`config.mk`:
```
export PLATFORM = sky130hd
export DESIGN_NAME = hazard_ctrl
export DESIGN_NICKNAME = d
export VERILOG_FILES = /design/src/rtl/hazard_ctrl.sv
export SDC_FILE = /design/constraint.sdc
export NUM_CORES = 1
export LEC_CHECK = 0
export ABC_CLOCK_PERIOD_IN_PS = 2000
export BUFFER_PORTS_ARGS = -buffer_cell sky130_fd_sc_hd__buf_2
export CAP_MARGIN = 5
export CORE_MARGIN = 1
export CORE_UTILIZATION = 47
export CTS_CLUSTER_SIZE = 30
export DETAILED_ROUTE_END_ITERATION = 7
export GPL_TIMING_DRIVEN = 0
export PLACE_DENSITY = 0.73
export SLEW_MARGIN = 20
export SYNTH_ARGS = -nofsm -noshare
export SYNTH_HDL_FRONTEND = slang
export SYNTH_SLANG_ARGS = --single-unit
```
`constraint.sdc`:
```
create_clock -name clk -period 2 [get_ports clk]
set_input_delay 0.1 -clock clk [delete_from_list [all_inputs] [get_ports clk]]
set_output_delay 0.1 -clock clk [all_outputs]
set_load 0.1 [all_outputs]
```
`src/rtl/hazard_ctrl.sv`:
```
// Pipeline hazard controller: load-use interlock, branch flush and
// data-memory wait freeze, with stall/flush statistics.
module hazard_ctrl #(
   parameter int LU_CYCLES   = 1,
   parameter int MEM_TIMEOUT = 255,
   parameter int CNT_W       = 16
) (
   input  logic             clk,
   input  logic             rst,
   input  logic [4:0]       id_rs1,
   input  logic [4:0]       id_rs2,
   input  logic             id_uses_rs1,
   input  logic             id_uses_rs2,
   input  logic             idex_memread,
   input  logic [4:0]       idex_rd,
   input  logic             branch_taken,
   input  logic             dmem_req,
   input  logic             dmem_ready,
   output logic             pc_write,
   output logic             ifid_write,
   output logic             idex_write,
   output logic             exmem_write,
   output logic             ifid_flush,
   output logic             idex_bubble,
   output logic [CNT_W-1:0] stall_count,
   output logic [CNT_W-1:0] flush_count,
   output logic             mem_timeout,
   output logic [1:0]       state
);

   typedef enum logic [1:0] {
      RUN      = 2'd0,
      LU_STALL = 2'd1,
      MEM_WAIT = 2'd2
   } st_e;

   localparam int WAIT_W =
      (MEM_TIMEOUT < 1) ? 1 : $clog2(MEM_TIMEOUT + 1);
   localparam logic [WAIT_W-1:0] WAIT_MAX = WAIT_W'(MEM_TIMEOUT);
   localparam logic [1:0] LU_INIT = 2'(LU_CYCLES - 1);

   st_e               st_q;
   st_e               st_d;
   logic [1:0]        lu_cnt_q;
   logic [1:0]        lu_cnt_d;
   logic [WAIT_W-1:0] wait_q;
   logic              load_use;
   logic              mem_stall;
   logic              run_eval;
   logic              ev_mem;
   logic              ev_br;
   logic              ev_lu;

   assign load_use = idex_memread & (idex_rd != 5'd0) &
                     ((id_uses_rs1 & (id_rs1 == idex_rd)) |
                      (id_uses_rs2 & (id_rs2 == idex_rd)));
   assign mem_stall = dmem_req & ~dmem_ready;

   assign ev_mem = mem_stall;
   assign ev_br  = branch_taken & ~mem_stall;
   assign ev_lu  = load_use & ~branch_taken & ~mem_stall;

   assign state = st_q;

   always_comb begin
      st_d        = st_q;
      lu_cnt_d    = lu_cnt_q;
      run_eval    = 1'b0;
      pc_write    = 1'b1;
      ifid_write  = 1'b1;
      idex_write  = 1'b1;
      exmem_write = 1'b1;
      ifid_flush  = 1'b0;
      idex_bubble = 1'b0;
      if (!rst) begin
         case (st_q)
            RUN: run_eval = 1'b1;
            LU_STALL: begin
               if (mem_stall) begin
                  pc_write    = 1'b0;
                  ifid_write  = 1'b0;
                  idex_write  = 1'b0;
                  exmem_write = 1'b0;
                  st_d        = MEM_WAIT;
                  lu_cnt_d    = 2'd0;
               end else begin
                  pc_write    = 1'b0;
                  ifid_write  = 1'b0;
                  idex_bubble = 1'b1;
                  if (lu_cnt_q > 2'd1) begin
                     lu_cnt_d = lu_cnt_q - 2'd1;
                     st_d     = LU_STALL;
                  end else begin
                     lu_cnt_d = 2'd0;
                     st_d     = RUN;
                  end
               end
            end
            MEM_WAIT: begin
               if (!dmem_ready) begin
                  pc_write    = 1'b0;
                  ifid_write  = 1'b0;
                  idex_write  = 1'b0;
                  exmem_write = 1'b0;
               end else begin
                  run_eval = 1'b1;
               end
            end
            default: begin
               st_d     = RUN;
               lu_cnt_d = 2'd0;
            end
         endcase

         // Completing memory cycle resolves like a normal RUN cycle
         if (run_eval) begin
            unique case (1'b1)
               ev_mem: begin
                  pc_write    = 1'b0;
                  ifid_write  = 1'b0;
                  idex_write  = 1'b0;
                  exmem_write = 1'b0;
                  st_d        = MEM_WAIT;
               end
               ev_br: begin
                  ifid_flush  = 1'b1;
                  idex_bubble = 1'b1;
                  st_d        = RUN;
               end
               ev_lu: begin
                  pc_write    = 1'b0;
                  ifid_write  = 1'b0;
                  idex_bubble = 1'b1;
                  if (LU_CYCLES > 1) begin
                     st_d     = LU_STALL;
                     lu_cnt_d = LU_INIT;
                  end else begin
                     st_d     = RUN;
                     lu_cnt_d = 2'd0;
                  end
               end
               default: st_d = RUN;
            endcase
         end
      end
   end

   always_ff @(posedge clk or posedge rst) begin
      if (rst) begin
         st_q        <= RUN;
         lu_cnt_q    <= 2'd0;
         wait_q      <= '0;
         mem_timeout <= 1'b0;
         stall_count <= '0;
         flush_count <= '0;
      end else begin
         st_q     <= st_d;
         lu_cnt_q <= lu_cnt_d;
         if (st_d == MEM_WAIT && st_q != MEM_WAIT) begin
            wait_q <= '0;
         end else if (st_q == MEM_WAIT && wait_q != WAIT_MAX) begin
            wait_q <= wait_q + WAIT_W'(1);
         end
         // Sticky: set on the MEM_TIMEOUT-th consecutive wait cycle
         if (st_q == MEM_WAIT && (int'(wait_q) + 1 >= MEM_TIMEOUT)) begin
            mem_timeout <= 1'b1;
         end
         if (!pc_write && stall_count != '1) begin
            stall_count <= stall_count + CNT_W'(1);
         end
         if (ifid_flush && flush_count != '1) begin
            flush_count <= flush_count + CNT_W'(1);
         end
      end
   end

endmodule
```
; Word level (Yosys, flattened, before mapping)
; Index checks and enable logic that the tools add are counted.
[op_classes]
bitwise_logic = 12
magnitude_cmp = 2
eq_ne = 9
n_reduce_logical = 12
n_mux = 32
n_addsub = 5
[op_table]
columns = operator, n
row1 = 16-bit by 1-bit adder with 16-bit output (second input constant), 2
row2 = 16-bit inequality test (second input constant), 2
row3 = 1-bit two-way mux, 17
row4 = 2-bit two-way mux, 8
row5 = 8-bit two-way mux, 2
row6 = 5-bit equality test, 2
row7 = 8-bit by 1-bit adder with 9-bit output (second input constant), 1
row8 = 9-bit by 8-bit greater-or-equal comparator with 1-bit output (second input constant), 1
row9 = 8-bit by 1-bit adder with 8-bit output (second input constant), 1
row10 = 1-bit AND, 8
row11 = 8-bit inequality test (second input constant), 1
row12 = 2-bit one-hot mux with 2 select lines, 2
row13 = 1-bit one-hot mux with 2 select lines, 3
row14 = 2-bit OR reduction, 3
row15 = 1-bit logical AND, 5
row16 = 5-bit nonzero test, 1
row17 = 2-bit equality test (second input constant), 2
row18 = 1-bit inverter, 3
row19 = 2-bit by 1-bit equality test with 1-bit output (second input constant), 1
row20 = 2-bit by 1-bit greater-than comparator with 1-bit output (second input constant), 1
row21 = 2-bit zero test, 1
row22 = 2-bit inequality test (second input constant), 1
row23 = 2-bit nonzero test, 1
row24 = 2-bit by 1-bit subtractor with 2-bit output (second input constant), 1
row25 = other kinds (2), 2
[word_totals]
word_cells = 78
output_inout_bits = 41
reg_bits = 45

; Longest topological paths before layout
[depth]
word_depth = 12
ltp_mapped = 10

; Least setup slack after synthesis
; OpenSTA, ideal clock, no wires.
[synth_timing]
path_kind = flip-flop to output port
startpoint = register st_q[1] (netlist: state[1])
endpoint = output port idex_bubble
stages_incl_launch_ff = 9
n_path_buf = 1
arrival_ns = 3.461
slack_ns = -1.561
cell_sequence = dfrtp_1 -> ha_1 -> buf_2 -> a21o_1 -> nand3b_1 -> a21oi_1 -> and2_1 -> nor2_1 -> o21bai_1
[synth_via]
elab_chain_len = 5
[synth_lines]
columns = item, line_no
row1 = "start, declared", 42  ; st_e st_q;
row2 = "start signal, assigned", 157  ; st_q <= st_d;
row3 = 2-bit equality test (tied with other cells), 76  ; case (st_q)
row4 = 1-bit one-hot mux with 2 select lines or 1-bit two-way mux (tied branches), 76
row5 = 1-bit two-way mux (on tied branches), "75, 117"
row6 = 1-bit two-way mux *, 116  ; if (run_eval) begin
row7 = 1-bit two-way mux *, 75  ; if (!rst) begin
row8 = "end, declared", 24  ; output logic idex_bubble,
; Every way passes the cells marked *; elsewhere a longest branch is shown, timed or not. The select of a mux whose other input is x is not followed.

; Final worst setup path
[layout_timing]
startpoint = register st_q[0] (netlist: state[0])
endpoint = register wait_q[0]
[layout_via]
elab_chain_len = 8
[layout_lines]
columns = item, line_no
row1 = 2-bit equality test or 2-bit zero test (tied branches), 76
row2 = 2-bit OR reduction (no line) or 1-bit one-hot mux with 2 select lines (tied branches), -
row3 = 2-bit one-hot mux with 2 select lines or 1-bit two-way mux (tied branches), "76, 75"
row4 = 2-bit two-way mux *, 116
row5 = 2-bit two-way mux *, 75
row6 = via st_d[1], 43  ; st_e st_d;
row7 = 2-bit equality test *, 159  ; if (st_d == MEM_WAIT && st_q != MEM_WAIT) begin
row8 = 1-bit logical AND *, 159
row9 = 8-bit two-way mux or 2-bit nonzero test (tied branches), -
row10 = "end signal, assigned", 162  ; wait_q <= wait_q + WAIT_W'(1);
row11 = "end, declared", 46  ; logic [WAIT_W-1:0] wait_q;
; The timed path passes the listed nets; every way through them passes the cells marked *. The select of a mux whose other input is x is not followed.
; A chain may end at the register's enable or synchronous reset.

==> out/results.tsv <==
stage	metric	value	unit
sta	Rel. slew slack	33.0	%
floorplanning	# IOs	64	
placement	post-place instance area	3130	um^2
synthesis	Post-synth ARST share	100	%
global_routing	Overall Global Routing Usage	22.5	%
finish	Layout Nets	383	
global_routing	initial antenna violation count	0	
synthesis	Mapped Nets	288	
synthesis	main combinational cell family by area after synthesis	simple AND/OR/NAND/NOR gates	
synthesis	Seq/Total Area, Yosys	44.2	%
worst_setup_path	reg-to-reg slack, setup	-0.29	ns
outcome	status	finished, violations left	
finish	n_diodes	0	
synthesis	Post-Synth XOR/XNOR Area	14.5	%
sta	Slew @ Worst Pin	1.00	ns
finish	final std cells w/o fill	423	
worst_setup_path	critical path class	flip-flop to flip-flop	
global_routing	vias in the first global route	2157	
finish	fillers	358	
detailed_routing	First-pass DRT Iterations	4	
synthesis	adder-cell share of the synthesized area	4.33	%
floorplanning	Initial Util	49.2	%
placement	IO buf count	62	
worst_setup_path	Critical Path End Type	flip-flop	
clocking	clock buffer count from CTS	5	
sta	final setup fails	38	
pwr	VDD IR max	945	uV
synthesis	post-synthesis compound-gate area fraction	8.01	%
synthesis	Commonest cells post-synth	dfrtp_1, xnor2_1, nand2_1	
detailed_routing	Iteration-0 DRC Markers	131	
sta	Fin. Hold Viols	0	
global_routing	largest net degree at the start of global routing	25	
global_routing	first-pass GRT wire length	9640	um
sta	clk_skew	0.0120	ns
worst_setup_path	worst path required time	2.20	ns
floorplanning	# rows	26	
placement	Final HPWL DP	3810	um
worst_hold_path	worst min path class	input port to flip-flop	
detailed_routing	final WL	6490	um
synthesis	simple-gate share of the synthesized area	22.7	%
sta	RSZ-0062 raised after global routing	yes	
synthesis	Cells after Synth	257	
pwr	Lkg Pwr	0.00177	uW
synthesis	mean post-synth cell area	9.90	um^2
worst_setup_path	CP arrival	2.50	ns
floorplanning	Die Height	75.6	um
pwr	Pwr Density	966	nW/um^2
detailed_routing	drc violations	0	
synthesis	top cells by area, synth	dfrtp_1, xnor2_1, ha_1, nand3_1, and3_1	
placement	Place WS	-0.742	ns
detailed_routing	WL/cell	15.3	um
finish	post-route cell area	3770	um^2
outcome	failing checks	setup timing	
synthesis	most used flip-flop cell after synthesis	dfrtp_1	
synthesis	cell taking the most area after synthesis	dfrtp_1	
job	number of max-cap violations	0	
floorplanning	Core Area	5170	um^2
synthesis	most frequent cell after synthesis	dfrtp_1	
detailed_routing	DRT antenna net count	0	
synthesis	FF+latch count, synth	45	
clocking	Clock Tree Buf Depth	2	
clocking	worst skew pair latency	0.31	ns
finish	layout cells sized above 1	52.1	%
clocking	Clock transition at path regs	0.10	ns
finish	fin util	73.0	%
synthesis	mux contribution to synthesized area	2.61	%
sta	Final WS setup	-0.294	ns
detailed_routing	via count	2335	
synthesis	Yosys warning count	0	
sta	Max Slew Vio Count	0	
synthesis	Yosys cell types	43	
sta	Tmin final	2.29	ns
floorplanning	overall die area	5710	um^2
finish	Layout area overhead	48.3	%
synthesis	share of the synthesized area in the top cell type	44.2	%
clocking	H-Tree Depth	2	
sta	worst hold slack	0.159	ns
clocking	TritonCTS clock tree	built	
detailed_routing	DR vias/cell	5.52	
sta	fin crit share	115	%
global_routing	Overflow after GRT	0	
clocking	Clock Sinks	45	
sta	max frequency	436	MHz
placement	GP Congestion	0.849	
synthesis	area of the mapped netlist	2540	um^2
worst_setup_path	crit-path max FO	4	
synthesis	number of synthesized flops with an enable pin	0	
worst_setup_path	Critical Path Source Type	flip-flop	
clocking	root buffer cell	clkbuf_8	
floorplanning	die width	75.6	um
placement	placed instance count	389	
## worst paths after layout
check	startpoint	end	depth (start not counted)
min reg2reg	mem_timeout$_DFFE_PP0P_	mem_timeout$_DFFE_PP0P_	1
max	state[0]$_DFF_PP0_	wait_q[0]$_DFFE_PP0P_	11
min in group asynchronous	rst	flush_count[4]$_DFFE_PP0P_	3
max in group asynchronous	rst	state[1]$_DFF_PP0_	3
min	rst	state[0]$_DFF_PP0_	3
max reg2reg	state[0]$_DFF_PP0_	wait_q[0]$_DFFE_PP0P_	11
## worst max-delay path, cell delays in order, from the launching register on
cell      delay [ns]
dfrtp_4         0.44
inv_4           0.05
buf_12          0.11
ha_4            0.16
a21o_1          0.18
buf_4           0.15
o21a_1          0.17
o32ai_2         0.14
nor4bb_2        0.29
buf_4           0.19
nor2_1          0.04
mux2_4          0.27
## repair_timing
| action | in CTS | in global routing |
|---|---|---|
| setup buffers | 20 | 5 |
| endpoints found under the setup margin | 38 | 42 |
| pin swaps | 20 | 14 |
| resized for setup | 40 | 28 |
| hold buffers | 1 | 1 |
| gates cloned | 2 | 0 |
| endpoints found under the hold margin | 21 | 24 |
## per-stage QoR
stage | setup TNS, ns | total power, uW
final | -5.16 | 3650
after CTS | -2.91 | 3600
after detailed placement | -9.44 | 2780
after global placement | -9.43 | 2760
after floorplan | -10.59 | 2510
after global routing | -7.81 | 3790
## area by class of cell
cell class	count	area [um^2]	share of cell area [%]
Tap cell	70	87.6	2.32
Timing Repair Buffer	90	657	17.4
Clock inverter	3	28.8	0.763
Clock buffer	5	68.8	1.82
Multi-Input combinational cell	193	1620	43.0
Sequential cell	45	1170	30.9
Inverter	8	36.3	0.962
Buffer	8	98.8	2.62
Timing Repair inverter	1	7.51	0.199
## registers in the layout, summed over array words and instances (netlist names)
| name | count |
|---|---|
| flush_count | 16 |
| stall_count | 16 |
| wait_q | 8 |
| lu_cnt_q | 2 |
| state | 2 |
| mem_timeout | 1 |
## cells in the final DEF, fill, tap and decap left out, types with 10 or more instances in the layout
| master | count |
|---|---|
| and3_1 | 13 |
| buf_2 | 57 |
| buf_4 | 21 |
| dfrtp_1 | 19 |
| dfrtp_2 | 23 |
| nand2_1 | 15 |
| nand3_1 | 10 |
| nand4_1 | 14 |
| nor2_1 | 14 |
| xnor2_1 | 31 |
## power breakdown
part | internal (uW) | leakage (uW) | switching [uW] | total [uW]
sequential | 1050 | 0.000560 | 175 | 1220
combinational | 549 | 0.00116 | 1250 | 1800
clock | 264 | 0.0000511 | 359 | 623
total | 1860 | 0.00177 | 1780 | 3650
## cells by family (layout without fill, tap and decap cells)
family          count (synthesis)  after routing
compound gates                 29             29
fa+ha+maj                       9              9
buf+inv                        19            115
flops                          45             45
xor+xnor                       42             42
simple gates                  107            107
mux                             6              6
## per-layer routing
layer	up-vias	part of all wire, %	routed length, um	global-route usage (%)
li1	1100	-	-	-
met1	1131	44	2860	28.3
met2	92	50	3250	39.1
met3	12	4.7	304	4.23
met4	0	1.2	79	7.20
met5	-	0	0	0
Power figures use the tool's default switching activity.
